### config.mk
export PLATFORM = sky130hd
export DESIGN_NAME = mux_scan_capture
export DESIGN_NICKNAME = d
export VERILOG_FILES = /design/src/rtl/mux_scan_capture.sv
export SDC_FILE = /design/constraint.sdc
export NUM_CORES = 1
export LEC_CHECK = 0
export ABC_CLOCK_PERIOD_IN_PS = 1990
export BUFFER_PORTS_ARGS = -buffer_cell sky130_fd_sc_hd__buf_2
export CORE_MARGIN = 1
export CORE_UTILIZATION = 47
export DETAILED_ROUTE_END_ITERATION = 16
export GPL_TIMING_DRIVEN = 0
export PLACE_DENSITY = 0.85
export SYNTH_ARGS = -nofsm -noshare
export SYNTH_HDL_FRONTEND = slang
export SYNTH_SLANG_ARGS = --single-unit
### constraint.sdc
create_clock -name clk -period 1.99 [get_ports clk]
set_input_delay 0.398 -clock clk [delete_from_list [all_inputs] [get_ports clk]]
set_output_delay 0.398 -clock clk [all_outputs]
set_load 0.005 [all_outputs]
### src/rtl/mux_scan_capture.sv
// Scans a six-input one-hot mux A..F and latches each returned byte into its own register.
// Define SCAN_CONTINUOUS_EN to chain passes back-to-back after the first start.
module mux_scan_capture #(
   parameter int WIDTH  = 8,
   parameter int SETTLE = 1
) (
   input  logic             clk,
   input  logic             reset,
   input  logic             start,
   output logic [5:0]       sel,
   input  logic [WIDTH-1:0] Y,
   output logic [WIDTH-1:0] A_q,
   output logic [WIDTH-1:0] B_q,
   output logic [WIDTH-1:0] C_q,
   output logic [WIDTH-1:0] D_q,
   output logic [WIDTH-1:0] E_q,
   output logic [WIDTH-1:0] F_q,
   output logic             busy,
   output logic             done
);

   typedef enum logic [1:0] {
      IDLE,
      SCAN,
      DONE
   } state_t;

   localparam logic [3:0] SETTLE_C  = 4'(SETTLE);
   localparam logic [5:0] SEL_FIRST = 6'b100000;
   localparam logic [2:0] K_LAST    = 3'd5;

   state_t           state_q, state_d;
   logic [2:0]       k_q, k_d;
   logic [3:0]       cnt_q, cnt_d;
   logic [5:0]       sel_q, sel_d;
   logic [WIDTH-1:0] cap_q [6];
   logic [WIDTH-1:0] cap_d [6];

   always_comb begin
      state_d = state_q;
      k_d     = k_q;
      cnt_d   = cnt_q;
      sel_d   = sel_q;
      cap_d   = cap_q;
      case (state_q)
         IDLE: begin
            if (start) begin
               state_d = SCAN;
               k_d     = '0;
               cnt_d   = '0;
               sel_d   = SEL_FIRST;
            end
         end
         SCAN: begin
            if (cnt_q == SETTLE_C) begin
               cap_d[k_q] = Y;
               cnt_d      = '0;
               if (k_q == K_LAST) begin
                  state_d = DONE;
                  k_d     = '0;
                  sel_d   = '0;
               end else begin
                  k_d   = k_q + 3'd1;
                  sel_d = sel_q >> 1;
               end
            end else begin
               cnt_d = cnt_q + 4'd1;
            end
         end
         DONE: begin
`ifdef SCAN_CONTINUOUS_EN
            state_d = SCAN;
            k_d     = '0;
            cnt_d   = '0;
            sel_d   = SEL_FIRST;
`else
            state_d = IDLE;
`endif
         end
         default: begin
            state_d = IDLE;
            k_d     = '0;
            cnt_d   = '0;
            sel_d   = '0;
         end
      endcase
   end

   always_ff @(posedge clk or posedge reset) begin
      if (reset) begin
         state_q <= IDLE;
         k_q     <= '0;
         cnt_q   <= '0;
         sel_q   <= '0;
         for (int unsigned i = 0; i < 6; i++) begin
            cap_q[i] <= '0;
         end
      end else begin
         state_q <= state_d;
         k_q     <= k_d;
         cnt_q   <= cnt_d;
         sel_q   <= sel_d;
         cap_q   <= cap_d;
      end
   end

   assign sel  = sel_q;
   assign busy = (state_q == SCAN);
   assign done = (state_q == DONE);
   assign A_q  = cap_q[0];
   assign B_q  = cap_q[1];
   assign C_q  = cap_q[2];
   assign D_q  = cap_q[3];
   assign E_q  = cap_q[4];
   assign F_q  = cap_q[5];

endmodule

== Word-level counts from Yosys, hierarchy flattened ==
Index checks and enable logic that the tools add are counted.

* Logic and storage cells: 47
* Bits in registers: 63
* Input bits: 11

* Equality and inequality tests: 7
* Bitwise logic cells: 2
* $lt $le $gt $ge: 2
* Multiplexer cells: 18
* Reduce and logical (&&, ||, !) cells: 6
* $add $sub $neg: 2

{| class="wikitable"
|+ Operators with widths
! kind !! number
|-
| 48-bit bitwise mux || 1
|-
| 8-bit demux with 3-bit select || 1
|-
| 6-bit case mux with 3 select lines || 1
|-
| 6-bit two-way mux || 2
|-
| 4-bit case mux with 3 select lines || 1
|-
| 3-bit two-way mux || 3
|-
| 3-bit case mux with 3 select lines || 1
|-
| 4-bit two-way mux || 2
|-
| 8-bit two-way mux || 1
|-
| 2-bit two-way mux || 3
|-
| 3-bit AND reduction || 2
|-
| 5-bit two-way mux || 1
|-
| 4-bit by 1-bit adder with 4-bit output (second input constant) || 1
|-
| 4-bit by 1-bit == test with 1-bit output (second input constant) || 1
|-
| 4-bit >= comparator (second input constant) || 1
|-
| 4-bit by 1-bit < comparator with 1-bit output (second input constant) || 1
|-
| 2-bit by 1-bit inequality test with 1-bit output (second input constant) || 2
|-
| 3-bit inverter with 4-bit output || 1
|-
| 2-bit case mux with 2 select lines || 1
|-
| 2-bit AND reduction || 2
|-
| 3-bit by 1-bit adder with 3-bit output (second input constant) || 1
|-
| 3-bit == test (second input constant) || 1
|-
| 2-bit by 1-bit == test with 1-bit output (second input constant) || 1
|-
| 2-bit == test (second input constant) || 1
|-
| 4 further kinds || 4
|}

== Longest topological paths before layout ==
* Depth after elaboration: 6
* Gate-level depth with buffers: 6
* Depth with buffers taken out: 5

== Worst setup path before layout ==
No wires, ideal clock.

* Kind: reg-to-reg
* Start point: register cnt_q[0]
* End point: register cap_q, in the netlist B_q[0]
* Cell stages (with the launch flop): 6
* Data required time: 1.865 ns
* Path buffers: 1
* Arrival time: 1.460 ns
* Library setup time: 0.125 ns
* Slack: 0.406 ns
* Period minus slack after synthesis: 1.584 ns
* Cell sequence: dfrtp_1 ha_1 and4bb_2 buf_6 nand2_2 mux2_2

* Word-level cells in the longest chain between the ends: 2

{| class="wikitable"
|+ Ends and longest elaborated chain
! what !! line !! source
|-
| start: declaration || 34 || <nowiki>logic [3:0] cnt_q, cnt_d;</nowiki>
|-
| start signal: assignment || 101 || <nowiki>cnt_q <= cnt_d;</nowiki>
|-
| 4-bit by 1-bit == test with 1-bit output || 55 || <nowiki>if (cnt_q == SETTLE_C) begin</nowiki>
|-
| 2-bit AND reduction (no line) || - ||
|-
| end signal: assignment || 103 || <nowiki>cap_q <= cap_d;</nowiki>
|-
| end: declaration || 36 || <nowiki>logic [WIDTH-1:0] cap_q [6];</nowiki>
|}

Every way passes these cells.
A chain may end at the register's enable or synchronous reset.

== Final worst setup path ==
* Start point: register cnt_q[1]
* End point: register cap_q, in the netlist E_q[4]

Same word-level chain as after synthesis.

==> flow_summary.yaml <==
cts:
  worstSkewPairLatency_ps: 330
  ctsHoldBuffers: 0
  clock-root-buffer: "clkbuf_8"
  postCtsResizedCells: 0
  clockBufferDepth: 2
  cts_inserted_buffers: 9
  cts_htree_levels: 3
  cts_tree: "done"
  cts.clk_slew.worst_paths_ps: 60
  cts.sinks: 63
  cts_setup_buffers: 0
synth:
  synth.ff_latch_count: 63
  synth_area_um2: 2560
  synth_warnings: 0
  synth_area_leaders: "dfrtp_1 (62%), mux2_2 (21%), a22o_1 (2.7%), nor4b_4 (1.9%), and4bb_2 (0.98%)"
  synth_fp_nets: 177
  yosysTopAreaCellShare_pct: 61.6
  synth_top_cell_by_area: "dfrtp_1"
  syn_inst: 164
  avgSynthCellArea_um2: 15.6
  ys_types: 31
  yosysSeqAreaShare_pct: 61.6
setup_path:
  worstPathArrival_ps: 1990
  cp-startpoint: "cnt_q[1]"
  crit_chain: "inv_1 > ha_1 > nor4b_4 > nand3_2 > mux2_2"
  rrSetupSlack_ps: 220
  path_max_fanout: 8
  cpMaxStageDelayCell: "dfrtp_1"
  slowest_delay_ps: 410
  rr_startpoint: "cnt_q[1]"
  required_ps: 2200
  endpoint_kind: "flop"
  startpoint_type: "flop"
  worstSetupPathType: "flop to flop"
floorplan:
  dieArea_um2: 5740
  start_util_pct: 49.5
  die_y_um: 75.8
  die_x_um: 75.8
  num_rows: 26
  core_area_um2: 5170
  num_io_pins: 67
pwr:
  total_leakage_power_nw: 1.51
  vdd_drop_max_v: 0.000892
  power_density_nw_per_um2: 1540
placed_design:
  post_dp_cell_area_um2: 3000
  port_buffers: 66
  gp_congestion: 0.748
  detailed_place_hpwl_mm: 3.48
layout:
  fill_cells: 416
  finalNetCount: 255
  n_antenna_cell: 0
  drive_gt1_share_pct: 58.8
  syn2layout_area_growth_pct: 23.5
  fin_area_um2: 3160
global_routing:
  grt.total_usage_pct: 20.1
  grt_start_max_net_pins: 35
  grt_pass1_vias: 1625
  grt_pass1_wl_mm: 8.10
  antenna_found_initial: 0
  gr-total-overflow: 0
timing:
  whs_ps: 150
  min_period_ps: 1770
  tns_ps: 0
  maxSlewHeadroom_pct: 57.1
  fmax_mhz: 564
  finalMaxSlewViolations: 0
  rsz0062_at_grt: "false"
  finalHoldViolCount: 0
  worst_pin_slew_ps: 643
  clock_skew_ps: 7.41
  setup_viol_count_final: 0
  post-route-period-util_pct: 89.1
detailed_routing:
  wl_met1_mm: 2.21
  drt_iter0_drc: 124
  wl_met3_um: 321
  wl_met2_mm: 2.42
  routedWlPerCell_um: 16.0
  vias: 1612
  vias_per_cell: 5.12
  ant_nets: 0
  wirelength_mm: 5.03
  drc: 0
  top_layer: "met4"
  dr.pass1.iters: 3
run:
  cap_violations: 0
worst_hold_path:
  hp-class: "input port to asynchronous set/reset pin"
outcome:
  status: "finished, final reports clean"
==> metrics by stage <==
step	setup slack, ps	utilization, %	total power [W]	instances
floorplan	22.3	-	0.00318	164
global placement	-702	57.5	0.00384	300
detailed placement	199	57.9	0.00395	301
CTS	187	61.1	0.00491	315
global route	93.5	61.1	0.00522	315
finish	216	61.1	0.00486	315
==> flip-flops by register name, summed over array words and instances, names as in the netlist <==
| register | cells |
|---|---|
| B_q | 8 |
| cnt_q | 4 |
| sel | 6 |
| E_q | 8 |
| k_q | 3 |
| state_q | 2 |
| C_q | 8 |
| D_q | 8 |
| A_q | 8 |
| F_q | 8 |
==> per-layer routing <==
| metal | vias to the layer above | track usage [%] |
|---|---|---|
| li1 | 755 | - |
| met1 | 802 | 26.1 |
| met2 | 44 | 30.4 |
| met3 | 11 | 7.54 |
| met4 | 0 | 8.64 |
| met5 | - | 0 |
==> power by group <==
group          internal (W)  switching (W)  leakage, nW
sequential          0.00189       0.000398        0.749
combinational      0.000969       0.000654        0.671
clock              0.000505       0.000439       0.0854
total               0.00337        0.00149         1.51
==> path summary, 6_finish.rpt <==
check,to,cells after the start
setup / recovery,E_q[4],5
hold / removal,cnt_q[2],2
setup reg to reg,E_q[4],5
hold reg to reg,A_q[6],1
max in group asynchronous,C_q[3],3
min in group clk,state_q[0],3
==> placed cells by master, fill, tap and decap left out, drive strengths merged, types with 2 or more instances in the layout <==
master	n
nand2b	2
buf	68
nand3	3
dfrtp	63
nor2b	3
o22ai	4
and4bb	2
o21ai	2
inv	5
clkbuf	14
nor3b	2
a22o	8
ha	2
nor4b	2
a31oi	2
nand2	5
mux2	48
==> synth_stat cells, drive strengths merged <==
| cell type | n |
|---|---|
| a21oi | 1 |
| and2b | 1 |
| nor2b | 3 |
| a311oi | 1 |
| and3b | 1 |
| o21ai | 2 |
| or2 | 1 |
| nor2 | 1 |
| a22o | 8 |
| o22ai | 4 |
| nor3b | 2 |
| and4bb | 2 |
| a31oi | 2 |
| ha | 2 |
| buf | 1 |
| a41oi | 1 |
| mux2 | 48 |
| nand2b | 2 |
| inv | 5 |
| nor4b | 2 |
| dfrtp | 63 |
| mux2i | 1 |
| nand2 | 5 |
| clkbuf | 1 |
| nand3 | 3 |
| o2bb2ai | 1 |
==> cell families after synthesis <==
group,Yosys count,synth area share (%)
multiplexers,49,21.5
adder cells (fa/ha/maj),2,0.978
AO/OA/AOI/OAI,20,5.82
buffers and inverters,7,1.32
flip-flops,63,61.6
AND/OR/NAND/NOR,23,8.75
==> layout make-up <==
class	count	area, um2	area share (%)
Tap cell	70	87.6	2.77
Buffer	2	15.0	0.475
Sequential cell	63	1580	49.9
Clock inverter	1	5.00	0.158
Multi-Input combinational cell	94	948	30.0
Timing Repair Buffer	67	350	11.1
Inverter	5	18.8	0.594
Clock buffer	13	159	5.03
==> worst max-delay path, delay by kind of cell (launching register included) <==
kind	cells	cell delay [ps]
simple gates	2	610
flops	1	410
mux	1	370
fa+ha+maj	1	170
buf+inv	1	90
(Power assumes the default switching activity.)
